===== config.mk =====
export PLATFORM = sky130hd
export DESIGN_NAME = fetch_stage
export DESIGN_NICKNAME = d
export VERILOG_FILES = /design/src/rtl/fetch_stage_pkg.sv /design/src/rtl/fetch_stage_pc_target.sv /design/src/rtl/fetch_stage.sv
export SDC_FILE = /design/constraint.sdc
export NUM_CORES = 1
export LEC_CHECK = 0
export ABC_CLOCK_PERIOD_IN_PS = 8000
export CAP_MARGIN = 25
export CORE_UTILIZATION = 68
export CTS_BUF_LIST = sky130_fd_sc_hd__clkbuf_16
export DETAILED_ROUTE_END_ITERATION = 10
export DONT_BUFFER_PORTS = 1
export PLACE_DENSITY = 0.95
export SYNTH_ARGS = -nofsm -noshare
export SYNTH_HDL_FRONTEND = slang
export SYNTH_SLANG_ARGS = --single-unit

===== constraint.sdc =====
create_clock -name Clock -period 8 [get_ports Clock]
set_input_delay 0.8 -clock Clock [delete_from_list [all_inputs] [get_ports Clock]]
set_output_delay 0.8 -clock Clock [all_outputs]
set_load 0.03 [all_outputs]

===== src/rtl/fetch_stage_pkg.sv =====
// fetch_stage_pkg: shared definitions for the araucaria instruction-fetch stage.
// Holds the default widths, the NOP encoding and the fetch FSM state encoding.
package fetch_stage_pkg;

  localparam int DEF_PC_W    = 10;
  localparam int DEF_INSTR_W = 16;
  localparam int DEF_OFF_W   = 6;

  // An all-zero instruction word is the architectural NOP; it is what a
  // squashed IF/ID slot carries.
  localparam logic [DEF_INSTR_W-1:0] NOP_INSTR = 16'h0000;

  typedef enum logic [1:0] {
    BOOT = 2'd0,
    RUN  = 2'd1,
    HOLD = 2'd2
  } fetchState_t;

endpackage


===== src/rtl/fetch_stage_pc_target.sv =====
// pc_target: combinational redirect resolution for the fetch stage.
// A jump wins over a taken branch; the branch target is the PC after the
// branch plus the sign-extended offset, wrapping modulo 2^PC_W.
module pc_target #(
  parameter int PC_W  = 10,
  parameter int OFF_W = 6
) (
  input  logic            i_jmpEnable,
  input  logic [PC_W-1:0] i_jmpDir,
  input  logic            i_branchTaken,
  input  logic [PC_W-1:0] i_branchPc,
  input  logic [OFF_W-1:0] i_branchDir,
  output logic            o_redirect,
  output logic [PC_W-1:0] o_target
);

  localparam logic [PC_W-1:0] PcOne = {{(PC_W-1){1'b0}}, 1'b1};

  logic [PC_W-1:0] w_offExt;
  logic [PC_W-1:0] w_branchTarget;

  assign w_offExt       = {{(PC_W-OFF_W){i_branchDir[OFF_W-1]}}, i_branchDir};
  assign w_branchTarget = i_branchPc + PcOne + w_offExt;

  assign o_redirect = i_jmpEnable | i_branchTaken;
  assign o_target   = i_jmpEnable ? i_jmpDir : w_branchTarget;

endmodule


===== src/rtl/fetch_stage.sv =====
// fetch_stage: instruction-fetch stage of the araucaria 5-stage pipeline.
// Owns the PC, drives the synchronous instruction ROM and presents the fetched
// instruction through a registered IF/ID boundary with a valid bit.
// Optional macro FETCH_PERF_EN adds the oFetchCount/oSquashCount counters.
module fetch_stage
  import fetch_stage_pkg::*;
#(
  parameter int PC_W    = DEF_PC_W,
  parameter int INSTR_W = DEF_INSTR_W,
  parameter int OFF_W   = DEF_OFF_W
) (
  input  logic               Clock,
  input  logic               Reset,
  output logic [PC_W-1:0]    oRomAddr,
  input  logic [INSTR_W-1:0] iRomInstr,
  input  logic               iStall,
  input  logic               iJmpEnable,
  input  logic [PC_W-1:0]    iJmpDir,
  input  logic               iBranchTaken,
  input  logic [PC_W-1:0]    iBranchPC,
  input  logic [OFF_W-1:0]   iBranchDir,
  output logic [INSTR_W-1:0] oInstr,
  output logic [PC_W-1:0]    oPC,
  output logic               oValid,
  output logic               oKill
`ifdef FETCH_PERF_EN
  ,
  output logic [15:0]        oFetchCount,
  output logic [7:0]         oSquashCount
`endif
);

  localparam logic [PC_W-1:0]    PcOne = {{(PC_W-1){1'b0}}, 1'b1};
  localparam logic [INSTR_W-1:0] Nop   = INSTR_W'(NOP_INSTR);

  fetchState_t r_state;
  fetchState_t w_stateNext;

  logic [PC_W-1:0]    r_fpc;
  logic [PC_W-1:0]    r_reqPc;
  logic               r_reqValid;
  logic [INSTR_W-1:0] r_instr;
  logic [PC_W-1:0]    r_pc;
  logic               r_valid;

  logic [PC_W-1:0]    w_fpcNext;
  logic [PC_W-1:0]    w_reqPcNext;
  logic               w_reqValidNext;
  logic [INSTR_W-1:0] w_instrNext;
  logic [PC_W-1:0]    w_pcNext;
  logic               w_validNext;
  logic               w_load;

  logic               w_redirect;
  logic [PC_W-1:0]    w_target;

  pc_target #(
    .PC_W  (PC_W),
    .OFF_W (OFF_W)
  ) u_pcTarget (
    .i_jmpEnable   (iJmpEnable),
    .i_jmpDir      (iJmpDir),
    .i_branchTaken (iBranchTaken),
    .i_branchPc    (iBranchPC),
    .i_branchDir   (iBranchDir),
    .o_redirect    (w_redirect),
    .o_target      (w_target)
  );

  // ROM address: a redirect fetches the target at once, a stall re-reads the
  // in-flight address so the ROM data stays put, otherwise fetch fpc.
  always_comb begin
    oRomAddr = r_fpc;
    if (Reset) begin
      oRomAddr = '0;
    end else if (w_redirect) begin
      oRomAddr = w_target;
    end else if (iStall) begin
      oRomAddr = r_reqPc;
    end
  end

  assign oKill  = w_redirect & ~Reset;
  assign oInstr = r_instr;
  assign oPC    = r_pc;
  assign oValid = r_valid;

  // Next-state and next-register values; a redirect overrides both stall and FSM state.
  always_comb begin
    w_stateNext    = r_state;
    w_fpcNext      = r_fpc;
    w_reqPcNext    = r_reqPc;
    w_reqValidNext = r_reqValid;
    w_instrNext    = r_instr;
    w_pcNext       = r_pc;
    w_validNext    = r_valid;
    w_load         = 1'b0;
    if (w_redirect) begin
      w_fpcNext      = w_target + PcOne;
      w_reqPcNext    = w_target;
      w_reqValidNext = 1'b1;
      w_instrNext    = Nop;
      w_validNext    = 1'b0;
      w_stateNext    = RUN;
    end else begin
      case (r_state)
        BOOT: begin
          w_reqPcNext    = r_fpc;
          w_fpcNext      = r_fpc + PcOne;
          w_reqValidNext = 1'b1;
          w_stateNext    = iStall ? HOLD : RUN;
        end
        RUN, HOLD: begin
          if (iStall) begin
            w_stateNext = HOLD;
          end else begin
            w_instrNext    = iRomInstr;
            w_pcNext       = r_reqPc;
            w_validNext    = r_reqValid;
            w_reqPcNext    = r_fpc;
            w_fpcNext      = r_fpc + PcOne;
            w_reqValidNext = 1'b1;
            w_load         = 1'b1;
            w_stateNext    = RUN;
          end
        end
        default: begin
          w_stateNext = BOOT;
        end
      endcase
    end
  end

  // FSM state register; reset drops any in-flight request or pending redirect.
  always_ff @(posedge Clock) begin
    if (Reset) begin
      r_state <= BOOT;
    end else begin
      r_state <= w_stateNext;
    end
  end

  // PC, in-flight request and IF/ID pipeline registers.
  always_ff @(posedge Clock) begin
    if (Reset) begin
      r_fpc      <= '0;
      r_reqPc    <= '0;
      r_reqValid <= 1'b0;
      r_instr    <= Nop;
      r_pc       <= '0;
      r_valid    <= 1'b0;
    end else begin
      r_fpc      <= w_fpcNext;
      r_reqPc    <= w_reqPcNext;
      r_reqValid <= w_reqValidNext;
      r_instr    <= w_instrNext;
      r_pc       <= w_pcNext;
      r_valid    <= w_validNext;
    end
  end

`ifdef FETCH_PERF_EN
  logic [15:0] r_fetchCount;
  logic [7:0]  r_squashCount;

  // Saturating counters of valid IF/ID loads and of redirects.
  always_ff @(posedge Clock) begin
    if (Reset) begin
      r_fetchCount  <= '0;
      r_squashCount <= '0;
    end else begin
      if (w_load && r_reqValid && (r_fetchCount != 16'hFFFF)) begin
        r_fetchCount <= r_fetchCount + 16'd1;
      end
      if (w_redirect && (r_squashCount != 8'hFF)) begin
        r_squashCount <= r_squashCount + 8'd1;
      end
    end
  end

  assign oFetchCount  = r_fetchCount;
  assign oSquashCount = r_squashCount;
`endif

endmodule


==> impl_metrics.prom <==
# TYPE chip_impl_metric gauge
chip_impl_info{name="outcome",value="finished, final reports clean"} 1
chip_impl_metric{name="report.final.setup_viol",unit=""} 0
chip_impl_info{name="synthFlopType",value="sky130_fd_sc_hd__dfxtp_1"} 1
chip_impl_metric{name="final_count_of_hold_timing_violations",unit=""} 0
chip_impl_metric{name="io_pins",unit=""} 85
chip_impl_metric{name="postCtsResizedCells",unit=""} 0
chip_impl_metric{name="fin_area",unit="mm²"} 0.003108
chip_impl_metric{name="synth-seq-cells",unit=""} 50
chip_impl_info{name="worstSetupPathType",value="input port to primary output"} 1
chip_impl_metric{name="place_area",unit="mm²"} 0.002959
chip_impl_info{name="synth_commonest_cells",value="sky130_fd_sc_hd__nand2_1, sky130_fd_sc_hd__a21oi_1, sky130_fd_sc_hd__dfxtp_1"} 1
chip_impl_metric{name="count_of_standard_cell_rows",unit=""} 23
chip_impl_metric{name="grtUsageTotal",unit="%"} 32.12
chip_impl_metric{name="core_area",unit="mm²"} 0.004144
chip_impl_metric{name="synth.yosys.seq_area_share",unit="%"} 33.17
chip_impl_metric{name="clock_tree.buffer_depth",unit=""} 2
chip_impl_metric{name="fmax",unit="MHz"} 261.7
chip_impl_metric{name="tritoncts_num_sinks",unit=""} 50
chip_impl_metric{name="synth_cell_type_count",unit=""} 62
chip_impl_metric{name="place_congestion",unit=""} 0.8335
chip_impl_metric{name="cts.hold.buffers_added",unit=""} 0
chip_impl_info{name="yosysTopAreaCell",value="sky130_fd_sc_hd__dfxtp_1"} 1
chip_impl_metric{name="initial_core_utilization",unit="%"} 72.83
chip_impl_metric{name="vias_in_the_first_global_route",unit=""} 2615
chip_impl_metric{name="crit_arrival",unit="ns"} 3.02
chip_impl_metric{name="syn_to_final_growth",unit="%"} 2.985
chip_impl_metric{name="period_minus_slack",unit="ns"} 3.821
chip_impl_metric{name="required_arrival_time_at_the_worst_endpoint",unit="ns"} 7.20
chip_impl_info{name="nature_of_the_critical_path_startpoint",value="input port"} 1
chip_impl_metric{name="via_count",unit=""} 2837
chip_impl_metric{name="tightestPinTransition",unit="ns"} 0.7791
chip_impl_metric{name="finalCritPeriodShare",unit="%"} 47.76
chip_impl_info{name="synth.most_common_cell",value="sky130_fd_sc_hd__nand2_1"} 1
chip_impl_metric{name="drc",unit=""} 0
chip_impl_metric{name="drt_wl_total",unit="µm"} 7191
chip_impl_info{name="synth_area_leaders",value="sky130_fd_sc_hd__dfxtp_1, sky130_fd_sc_hd__nand2_1, sky130_fd_sc_hd__a21oi_1, sky130_fd_sc_hd__ha_1, sky130_fd_sc_hd__nor2_1"} 1
chip_impl_metric{name="worst_skew_pair.late_latency",unit="ns"} 0.29
chip_impl_metric{name="grt_antenna_before_repair",unit=""} 0
chip_impl_metric{name="path_clk_slew",unit="ns"} 0.06
chip_impl_metric{name="vdd.ir_drop.worst",unit="µV"} 179.2
chip_impl_metric{name="cts_buffers",unit=""} 5
chip_impl_info{name="timing.hold.worst.class",value="flip-flop to flip-flop"} 1
chip_impl_metric{name="skew",unit="ns"} 0.002076
chip_impl_metric{name="detail_route.iter0.violations",unit=""} 282
chip_impl_metric{name="finish.utilization",unit="%"} 75.00
chip_impl_metric{name="routed_wl_per_cell",unit="µm"} 16.80
chip_impl_metric{name="power_leakage",unit="nW"} 1.153
chip_impl_metric{name="placement.io_buffers",unit=""} 0
chip_impl_metric{name="viasPerCell",unit=""} 6.629
chip_impl_metric{name="synth.net_count",unit=""} 452
chip_impl_info{name="tritoncts_clock_tree",value="yes"} 1
chip_impl_metric{name="die_x",unit="µm"} 68.62
chip_impl_metric{name="floorplan.die_area",unit="mm²"} 0.004709
chip_impl_metric{name="ant_nets",unit=""} 0
chip_impl_metric{name="critical_path_peak_fanout",unit=""} 3
chip_impl_metric{name="layout-drive-gt1-share",unit="%"} 8.730
chip_impl_metric{name="grt-ovfl-total",unit=""} 0
chip_impl_metric{name="fin_setup_tns",unit="ns"} 0
chip_impl_metric{name="drtPass1Iterations",unit=""} 5
chip_impl_metric{name="die_height",unit="µm"} 68.62
chip_impl_metric{name="hpwl",unit="µm"} 5048
chip_impl_metric{name="synthArstFlopShare",unit="%"} 0
chip_impl_metric{name="syn_inst",unit=""} 393
chip_impl_metric{name="global_route_wire_length_before_repair",unit="µm"} 11210
chip_impl_metric{name="cts.htree.levels",unit=""} 2
chip_impl_info{name="worstSetupEndpointType",value="primary output"} 1
chip_impl_metric{name="timing.max_slew.rel_slack",unit="%"} 47.82
chip_impl_metric{name="yosysTopAreaCellShare",unit="%"} 33.17
chip_impl_metric{name="synthesized_area_per_cell",unit="µm²"} 7.679
chip_impl_metric{name="cap_violations",unit=""} 0
chip_impl_metric{name="yosys_warnings",unit=""} 0
chip_impl_metric{name="grt_start_max_net_pins",unit=""} 46
chip_impl_metric{name="num_antenna_cells",unit=""} 0
chip_impl_metric{name="mappedNetlistArea",unit="mm²"} 0.003018
chip_impl_metric{name="power_density",unit="mW/mm²"} 192.8
chip_impl_metric{name="post_cts_buffers",unit=""} 0
chip_impl_metric{name="synth_edf_count",unit=""} 0
chip_impl_metric{name="report.final.slew_viol_count",unit=""} 0
chip_impl_metric{name="final_nets",unit=""} 436
chip_impl_info{name="clock-root-buffer",value="sky130_fd_sc_hd__clkbuf_16"} 1
chip_impl_info{name="grt_setup_unrepaired",value="no"} 1
[final cells by class]
class | instances | area [µm²]
sequential | 50 | 1001
inverter | 7 | 26.28
clock buffer | 5 | 125.1
multi-input combinational | 310 | 1854
fill | 296 | 1036
clock inverter | 3 | 16.27
tap | 50 | 62.56
timing repair buffer | 3 | 22.52
[power breakdown]
part	switching (mW)	internal (mW)	leakage (nW)
sequential	0.0131	0.261	0.408
combinational	0.0738	0.0482	0.677
clock	0.0889	0.114	0.0672
total	0.176	0.424	1.15
[critical path, cell delays in order]
cell	delay [ns]
sky130_fd_sc_hd__inv_1	0.03
sky130_fd_sc_hd__ha_1	0.22
sky130_fd_sc_hd__fa_1	0.41
sky130_fd_sc_hd__nand2b_1	0.19
sky130_fd_sc_hd__a211oi_1	0.35
sky130_fd_sc_hd__o22ai_1	0.17
sky130_fd_sc_hd__xnor2_1	0.27
sky130_fd_sc_hd__a222oi_1	0.14
sky130_fd_sc_hd__nor2_1	0.45
[worst paths after layout]
path	start	to	slack, ns	cells after the start
max	iBranchPC[0]	oRomAddr[8]	4.18	9
max reg2reg	r_fpc[3]	r_fpc[8]	5.78	6
min reg2reg	r_reqPc[6]	oPC[6]	0.46	2
min	r_reqPc[6]	oPC[6]	0.46	2
[layout by cell type (no fill, tap or decap), types with 3 or more instances in the layout]
cell                        synthesis  layout
sky130_fd_sc_hd__a22oi_1            4       4
sky130_fd_sc_hd__nand2b_1           5       5
sky130_fd_sc_hd__nor3b_1            3       3
sky130_fd_sc_hd__nand2_1           93      93
sky130_fd_sc_hd__clkbuf_16          0       5
sky130_fd_sc_hd__mux2_2            11      11
sky130_fd_sc_hd__ha_1              11      11
sky130_fd_sc_hd__a22o_1             4       4
sky130_fd_sc_hd__a21oi_1           52      52
sky130_fd_sc_hd__nor2_1            33      32
sky130_fd_sc_hd__xnor2_1            6       6
sky130_fd_sc_hd__o21ai_0           11      11
sky130_fd_sc_hd__inv_1              7       7
sky130_fd_sc_hd__buf_4              3       3
sky130_fd_sc_hd__a211oi_1          11      11
sky130_fd_sc_hd__dfxtp_1           50      50
sky130_fd_sc_hd__nor3_1             5       5
sky130_fd_sc_hd__o21a_1             4       4
sky130_fd_sc_hd__mux2i_1            3       3
sky130_fd_sc_hd__o31ai_1            3       3
[registers in the layout, summed over array words and instances (netlist names)]
signal	count
oInstr	16
oPC	10
oValid	1
r_fpc	10
r_reqPc	10
r_reqValid	1
r_state	2
[metrics by stage]
stage / instances / worst slack, ns / hold slack [ns] / power, mW
after global routing: 428 / 3.993 / 0.4890 / 0.6234
after floorplan: 393 / 4.445 / 0.4323 / 0.3861
after CTS: 427 / 4.205 / 0.4651 / 0.5985
after global placement: 418 / 4.243 / 0.4490 / 0.3929
final: 428 / 4.179 / 0.4623 / 0.5993
after detailed placement: 419 / 4.214 / 0.4520 / 0.3977
[kinds of logic (layout without fill, tap and decap cells)]
| family | Yosys count | count (layout) | share of synthesized area (%) |
|---|---|---|---|
| XOR/XNOR | 8 | 8 | 2.322 |
| multiplexers | 14 | 14 | 5.100 |
| adder cells (fa/ha/maj) | 12 | 12 | 5.224 |
| AO/OA/AOI/OAI | 117 | 117 | 25.79 |
| flip-flops | 50 | 50 | 33.17 |
| buffers and inverters | 33 | 18 | 5.472 |
| AND/OR/NAND/NOR | 159 | 159 | 22.93 |
[layer usage]
layer | up-vias | GRT usage, % | routed length [µm]
li1 | 1362 | - | -
met1 | 1297 | 35.19 | 2883
met2 | 150 | 55.76 | 3486
met3 | 28 | 7.895 | 567
met4 | 0 | 19.01 | 252
met5 | - | 0 | 0
Note: power is estimated with default switching activity, not from simulation.
